## src/rtl/apci_pci_pkg.sv

```systemverilog
// Shared PCI definitions for the AmigaPCI arbiters.
package apci_pci_pkg;

  typedef enum logic [1:0] {
    IDLE  = 2'b00,
    PARK  = 2'b01,
    GRANT = 2'b10,
    BUSY  = 2'b11
  } arb_state_t;

  // Agent index of the host initiator (one past the last slot)
  localparam int unsigned HOST_AGENT    = 4;
  // Idle clocks a granted slot may waste before losing its grant
  localparam int unsigned DEAD_CLKS_DEF = 16;

endpackage

```

## src/rtl/pci_rr_select.sv

```systemverilog
// Combinational round-robin priority encoder: the search starts one past ptr
// and wraps modulo N; the first active request wins.
module pci_rr_select #(
  parameter int unsigned N  = 5,
  parameter int unsigned IW = 3
) (
  input  logic [N-1:0]  req,
  input  logic [IW-1:0] ptr,
  output logic          valid,
  output logic [IW-1:0] winner
);

  // Scan from the farthest candidate to the nearest so the nearest active one overwrites
  always_comb begin
    valid  = 1'b0;
    winner = '0;
    for (int unsigned k = N; k >= 1; k--) begin
      int unsigned idx;
      idx = (int'(ptr) + k) % N;
      if (req[idx]) begin
        valid  = 1'b1;
        winner = IW'(idx);
      end
    end
  end

endmodule

```

## src/rtl/pci_bus_arbiter.sv

```systemverilog
// Central PCI bus arbiter: round-robin between slot masters and the host,
// parks on the host when idle, revokes grants from masters that never start.
module pci_bus_arbiter
  import apci_pci_pkg::*;
#(
  parameter int unsigned NUM_REQ   = HOST_AGENT,
  parameter int unsigned DEAD_CLKS = DEAD_CLKS_DEF,
  parameter int unsigned OW        = 3
) (
  input  logic               CLK33,
  input  logic               RESETn,
  input  logic [NUM_REQ-1:0] REQn,
  input  logic               HOST_REQn,
  input  logic               FRAMEn,
  input  logic               IRDYn,
  output logic [NUM_REQ-1:0] GNTn,
  output logic               HOST_GNTn,
  output logic [OW-1:0]      BUS_OWNER,
  output logic               BUS_BUSY,
  output logic               DEAD_MASTER
);

  localparam int unsigned TW = (DEAD_CLKS > 1) ? $clog2(DEAD_CLKS) : 1;

  arb_state_t         state, state_next;
  logic [OW-1:0]      ptr, ptr_next, owner_next;
  logic [TW-1:0]      timer, timer_next;
  logic [NUM_REQ-1:0] gnt_next;
  logic               host_gnt_next, dead_next;
  logic [NUM_REQ:0]   agents;
  logic               bus_idle, owner_req, rr_valid;
  logic [OW-1:0]      rr_winner;

  assign agents    = {~HOST_REQn, ~REQn};
  assign bus_idle  = FRAMEn & IRDYn;
  assign owner_req = agents[BUS_OWNER];

  pci_rr_select #(
    .N (NUM_REQ + 1),
    .IW(OW)
  ) u_rr (
    .req   (agents),
    .ptr   (ptr),
    .valid (rr_valid),
    .winner(rr_winner)
  );

  // Next-state, pointer/timer updates and registered-grant decode
  always_comb begin
    state_next = state;
    owner_next = BUS_OWNER;
    ptr_next   = ptr;
    timer_next = timer;
    dead_next  = 1'b0;
    unique case (state)
      IDLE: begin
        if (bus_idle) begin
          if (rr_valid) begin
            state_next = GRANT;
            owner_next = rr_winner;
            timer_next = '0;
          end else begin
            state_next = PARK;
            owner_next = OW'(NUM_REQ);
          end
        end
      end
      PARK: begin
        if (!FRAMEn) begin
          state_next = BUSY;
          ptr_next   = OW'(NUM_REQ);
        end else if (REQn != '1) begin
          state_next = IDLE;
        end
      end
      GRANT: begin
        if (!FRAMEn) begin
          state_next = BUSY;
          ptr_next   = BUS_OWNER;
        end else if (!owner_req) begin
          state_next = IDLE;
        end else if (timer == TW'(DEAD_CLKS - 1)) begin
          state_next = IDLE;
          dead_next  = 1'b1;
          ptr_next   = BUS_OWNER;
        end else begin
          timer_next = timer + TW'(1);
        end
      end
      BUSY: begin
        if (bus_idle) state_next = IDLE;
      end
      default: state_next = IDLE;
    endcase

    // Grants are a function of where we land, so they can be registered directly
    gnt_next = '1;
    for (int unsigned i = 0; i < NUM_REQ; i++) begin
      gnt_next[i] = !(state_next == GRANT && owner_next == OW'(i));
    end
    host_gnt_next = !(state_next == PARK ||
                      (state_next == GRANT && owner_next == OW'(NUM_REQ)));
  end

  // State register and registered outputs
  always_ff @(posedge CLK33) begin
    if (!RESETn) begin
      state       <= IDLE;
      ptr         <= OW'(NUM_REQ);
      timer       <= '0;
      GNTn        <= '1;
      HOST_GNTn   <= 1'b1;
      BUS_OWNER   <= OW'(NUM_REQ);
      BUS_BUSY    <= 1'b0;
      DEAD_MASTER <= 1'b0;
    end else begin
      state       <= state_next;
      ptr         <= ptr_next;
      timer       <= timer_next;
      GNTn        <= gnt_next;
      HOST_GNTn   <= host_gnt_next;
      BUS_OWNER   <= owner_next;
      BUS_BUSY    <= (state_next == BUSY);
      DEAD_MASTER <= dead_next;
    end
  end

endmodule

```

## config.mk

```make
export PLATFORM = sky130hd
export DESIGN_NAME = pci_bus_arbiter
export DESIGN_NICKNAME = d
export VERILOG_FILES = /design/src/rtl/apci_pci_pkg.sv /design/src/rtl/pci_rr_select.sv /design/src/rtl/pci_bus_arbiter.sv
export SDC_FILE = /design/constraint.sdc
export NUM_CORES = 1
export LEC_CHECK = 0
export CAP_MARGIN = 20
export CORE_MARGIN = 2
export CORE_UTILIZATION = 34
export DETAILED_ROUTE_END_ITERATION = 8
export SYNTH_ARGS = -nofsm -noshare
export SYNTH_HDL_FRONTEND = slang
export SYNTH_SLANG_ARGS = --single-unit
```

## constraint.sdc

```tcl
create_clock -name CLK33 -period 5.6 [get_ports CLK33]
set_input_delay 0.56 -clock CLK33 [delete_from_list [all_inputs] [get_ports CLK33]]
set_output_delay 0.56 -clock CLK33 [all_outputs]
set_load 0.005 [all_outputs]
```

==> results of run 1 <==
[Yosys cell counts, types with 6 or more instances]
cell type	number
clkbuf_1	10
dfxtp_1	19
mux2i_1	10
and3_1	7
o211ai_1	9
nor3_1	7
ha_1	23
a21oi_1	18
nor2_1	23
inv_1	21
nand2_1	28
and2_1	8
o21ai_0	19
nor2b_1	7
buf_2	7
nand3_1	13
nand2b_1	10
nand4_1	6
[power groups by stage]
stage / sequential [uW] / combinational (uW) / clock [uW]
floorplan: 147 / 70.7 / 0
global placement: 151 / 97.2 / 0
detailed placement: 151 / 97.3 / 0
CTS: 148 / 97.9 / 98.0
global route: 149 / 109 / 103
finish: 148 / 98.5 / 93.9
[worst reg2reg max path, stage by stage, from the launching register on]
cell and delay, ns:
dfxtp_1 0.53, ha_1 0.49, xor2_2 0.22, ha_1 0.30, or4b_1 0.50, nand3_2 0.11
xnor2_2 0.14, ha_1 0.25, nor2b_1 0.14, o21a_1 0.25, or3_1 0.34, a211oi_1 0.49
nor3b_4 0.11, a31oi_2 0.36, a32oi_2 0.19, nor4b_2 0.36, nand2_1 0.08
[flip-flops by register name, indices dropped and copies added, names as in the netlist]
name         count
GNTn             4
timer            4
BUS_OWNER        3
ptr              3
state            2
BUS_BUSY         1
DEAD_MASTER      1
HOST_GNTn        1
[final cells by class]
cell class | count | area (sq um) | area share [%]
clock buffers | 3 | 41.29 | 1.294
well taps | 105 | 131.4 | 4.118
clock inverters | 1 | 5.005 | 0.1569
multi-input cells | 309 | 2321 | 72.75
inverters | 23 | 86.33 | 2.706
repair buffers | 24 | 225.2 | 7.059
flip-flops and latches | 19 | 380.4 | 11.92
[through the flow]
stage                     instance area, sq um  setup slack, ns
final                                     3191           0.6094
after global routing                      3191           0.2666
after CTS                                 3191           0.5870
after floorplan                           2883            1.103
after global placement                    3144           0.7665
after detailed placement                  3144           0.6179
[cell families after synthesis]
group                    share of synthesized area, %
AND/OR/NAND/NOR                                 30.55
AO/OA/AOI/OAI                                   30.64
buffers and inverters                           6.293
adder cells (fa/ha/maj)                         9.983
flip-flops                                      13.19
multiplexers                                    5.816
XOR/XNOR                                        3.516
[routing by layer]
metal,up-vias,part of all wire [%]
li1,1427,-
met1,1382,46
met2,53,48
met3,10,3.8
met4,0,1.8
met5,-,0
[final timing paths]
kind / startpoint / to / slack, ns / depth (start not counted)
max: ptr[1] / GNTn[3] / 0.61 / 16
max reg2reg: ptr[1] / GNTn[3] / 0.61 / 16
min: timer[3] / timer[3] / 0.48 / 2
min reg2reg: timer[3] / timer[3] / 0.48 / 2
==> impl_metrics.toml, run 1 <==
[finish]
finalNetCount = 412
layout_commonest_cell = "nand2_1"
fin_util_pct = 38.83
drive_gt1_share_pct = 11.08
stdcell_count = 484
area_delta_synth_final_pct = 10.68
fillers = 852
n_antenna_cell = 0
final_cell_mix = "nand2_1 (28), nor2_1 (23), ha_1 (23)"

[die]
io_pins = 19
floorplan.initialDensity_pct = 35.08
die-area_sq_mm = 0.009231
die_h_microns = 96.08
core_area_sq_mm = 0.008217
fp.dieW_microns = 96.08
row_count = 33

[clock_tree]
cts_hold_buffers = 0
tritoncts = "yes"
cts_sinks = 19
cts_setup_buffers = 0
clock_path_buffers = 2
cts_made_buffers = 3
clockRootBuffer = "clkbuf_8"
post_cts_resized = 0
cts_max_level = 1
clk_latency_ns = 0.26
path_clk_slew_ns = 0.07

[power_and_ir_drop]
power_leakage_uw = 0.001187
sw_frac_of_total_pct = 31.10
power_density_mw_per_mm2 = 106.6
p_int_uw = 234.4
power_frac_comb_pct = 29.0
p_switching_uw = 105.8
vdd_drop_max_uv = 61.66
power_frac_seq_pct = 43.4
clock_power_share_pct = 27.6
total_power_uw = 340.2

[drt]
first_pass_iters = 4
antenna_left = 0
initialDrtViolationCount = 187
viasPerCell = 5.934
drcViolationCount = 0
vias = 2872
wire_per_inst_microns = 16.34
finalWirelength_microns = 7909

[logic_synthesis]
synth-warning-count = 0
synth_area_leader_cell = "dfxtp_1"
synth_top_area_share_pct = 13.19
synth-edff-count = 0
syn_nets = 403
avgSynthCellArea_sq_um = 7.770
ys_seq_elements = 19
syn-cell-area_sq_mm = 0.002883
netlist_top_cells_area = "dfxtp_1 (13%), ha_1 (10%), nand2_1 (3.6%)"
synth_ff_type = "dfxtp_1"
ys_seq_area_share_pct = 13.19
async_flop_share_pct = 0
synth_cell_types = 85
synthCells = 371

[worst_setup_path]
max_stage_delay_ns = 0.53
cp_max_fo = 12
critical-path-top-delay-family = "simple AND/OR/NAND/NOR gates"
cpMostUsedCell = "ha_1"
arrival_ns = 5.12
cp-end-kind = "flop"
path_class = "reg2reg"
path_cells = "ha_1 -> xor2_2 -> ha_1 -> or4b_1 -> nand3_2 -> xnor2_2 -> ha_1 -> nor2b_1 -> o21a_1 -> or3_1 -> a211oi_1 -> nor3b_4 -> a31oi_2 -> a32oi_2 -> nor4b_2 -> nand2_1"
critPathLaunchType = "flop"
cp.required_ns = 5.73
slowest_stage = "dfxtp_1"
path_buf_inv = 0

[timing]
tns_ns = 0
fmax_mhz = 200.4
tightest_slew_ns = 0.9769
setup_viol = 0
final_min_period_over_clock_period_pct = 89.12
slew_headroom_pct = 34.48
fin_skew_ns = 0.006835
hold_viol_final = 0
grt_setup_unrepaired = "no"
hold_ws_ns = 0.4823
slew_viol_final = 0
min_period_ns = 4.991

[job]
drv_cap = 0

[global_routing]
antenna_found_initial = 0
grt_first_pass_wirelength_microns = 13240
met2_usage_pct = 30.27
grt_overflow = 0
grtUsageMet3_pct = 1.175
grt_pass1_vias = 2629
use_met1_pct = 24.33
grt.busiest_layer = "met2"
grt_usage_pct = 17.89
grt_max_degree = 35

[placement]
dp_cells = 480
place_hpwl_microns = 6144
io_buffers = 18
gp_congestion = 0.8979

[run_status]
status = "finished clean"

[hold_path]
hold_path.class = "reg2reg"
Note: power is estimated with default switching activity, not from simulation.
==> inputs of run 2 (changes only) <==
SKIP_LAST_GASP = 1   (was unset)
clock period = 4.6 ns   (was 5.6 ns; I/O delays follow)
==> impl_metrics.toml, run 2 (same netlist as run 1, synthesis figures left out) <==
[power_and_ir_drop]
p_switching_uw = 126.6
power_leakage_uw = 0.001254
power_frac_comb_pct = 29.7
power_frac_seq_pct = 43.2
power_density_mw_per_mm2 = 125.0
p_int_uw = 289.2
vdd_drop_max_uv = 84.65
clock_power_share_pct = 27.2
sw_frac_of_total_pct = 30.44

[timing]
min_period_ns = 4.361
fin_ws_ns = 0.2389
hold_viol_final = 0
final_min_period_over_clock_period_pct = 94.81
slew_headroom_pct = 62.62
fin_skew_ns = 0.004222
tightest_slew_ns = 0.5582
tns_ns = 0
fmax_mhz = 229.3
slew_viol_final = 0
grt_setup_unrepaired = "no"
setup_viol = 0

[clock_tree]
cts_made_buffers = 3
tritoncts = "yes"
cts_hold_buffers = 0
cts_max_level = 1
clock_path_buffers = 2
clockRootBuffer = "clkbuf_8"
path_clk_slew_ns = 0.07
cts_sinks = 19
clk_latency_ns = 0.25

[drt]
wire_per_inst_microns = 16.17
drcViolationCount = 0
vias = 2874
antenna_left = 0
first_pass_iters = 4
viasPerCell = 5.806
finalWirelength_microns = 8002
initialDrtViolationCount = 151

[die]
die-area_sq_mm = 0.009231
fp.dieW_microns = 96.08
io_pins = 19
core_area_sq_mm = 0.008217
floorplan.initialDensity_pct = 35.08
row_count = 33
die_h_microns = 96.08

[worst_setup_path]
rrSetupSlack_ns = 0.24
path_class = "reg2reg"
crit_start = "ptr[0]"
arrival_ns = 4.55
cp-end-kind = "flop"
cpMostUsedCell = "ha_1"
path_cells = "inv_1 -> ha_1 -> ha_1 -> or4b_1 -> nand3_2 -> xnor2_2 -> ha_1 -> nor2b_1 -> o21a_2 -> or3_1 -> a211oi_4 -> nor3b_4 -> a31oi_1 -> o21ai_2 -> or3_1 -> a21boi_1"
critPathLaunchType = "flop"
path_buf_inv = 1
r2r_start = "ptr[0]"
cp_max_fo = 10
critical-path-top-delay-family = "simple AND/OR/NAND/NOR gates"
slowest_stage = "or4b_1"
cp.required_ns = 4.79
max_stage_delay_ns = 0.50

[run_status]
status = "finished clean"

[placement]
gp_congestion = 0.9039
place_ws_ns = 0.01553
place_hpwl_microns = 6381
io_buffers = 18

[hold_path]
hold_path.class = "reg2reg"
hp-start = "ptr[1]"

[job]
drv_cap = 0

[global_routing]
grt_first_pass_wirelength_microns = 13170
grt_max_degree = 19
grt_usage_pct = 17.94
grt_overflow = 0
grt_pass1_vias = 2656
antenna_found_initial = 0

[finish]
final_cell_mix = "nand2_1 (28), nor2_1 (23), ha_1 (23)"
fillers = 838
n_antenna_cell = 0
area_delta_synth_final_pct = 15.36
ff_latch_area_sq_um = 381.6
finalNetCount = 423
layout_commonest_cell = "nand2_1"
drive_gt1_share_pct = 14.87
top_regs = "GNTn (4), timer (4)"
multi_input_area_sq_mm = 0.002374
run 2: layout make-up:
cell class	instances	share of cell area, %
clock buffer	4	1.354
sequential	19	11.47
tap	105	3.950
multi-input combinational	309	71.37
timing repair buffer	35	9.255
inverter	23	2.596
run 2: layer usage:
metal	track usage, %	wire length, microns	up-vias
met5	0	0	-
met4	4.048	141	0
met3	1.410	244	10
met2	31.02	3845	54
met1	24.17	3770	1370
li1	-	-	1440
run 2: power by group through the flow:
stage	Combinational, uW	Sequential (uW)	Clock (uW)
after floorplan	86.1	178	0
after global placement	118	183	0
after detailed placement	118	183	0
after CTS	120	179	119
after global routing	135	181	126
final	123	179	113
run 2: through the flow:
stage               cells  total power (uW)  utilization [%]  instance area, sq um  hold WS, ns
floorplan             371             264.5                -                  2883       0.4571
global placement      489             301.3            39.09                  3212       0.4687
detailed placement    489             301.8            39.09                  3212       0.4877
CTS                   493             417.8            39.70                  3262       0.5002
global route          495             442.0            40.48                  3326       0.5150
finish                495             415.8            40.48                  3326       0.4954
run 2: final timing paths:
check              to  depth (start not counted)
max          timer[3]                         16
min            ptr[1]                          2
max reg2reg  timer[3]                         16
min reg2reg    ptr[1]                          2
run 2: worst reg2reg max path, cell delays in order (launching register included):
cell	delay [ns]
dfxtp_2	0.43
inv_1	0.09
ha_1	0.37
ha_1	0.27
or4b_1	0.50
nand3_2	0.11
xnor2_2	0.14
ha_1	0.25
nor2b_1	0.13
o21a_2	0.24
or3_1	0.37
a211oi_4	0.31
nor3b_4	0.09
a31oi_1	0.33
o21ai_2	0.15
or3_1	0.37
a21boi_1	0.15
run 2: repair_timing:
item                       4_1_cts  5_1_grt
cloned                           0        0
setup endpoints to repair        1       14
resized for setup                1        9
pin swaps                        0        1
buffers inserted                 0        2
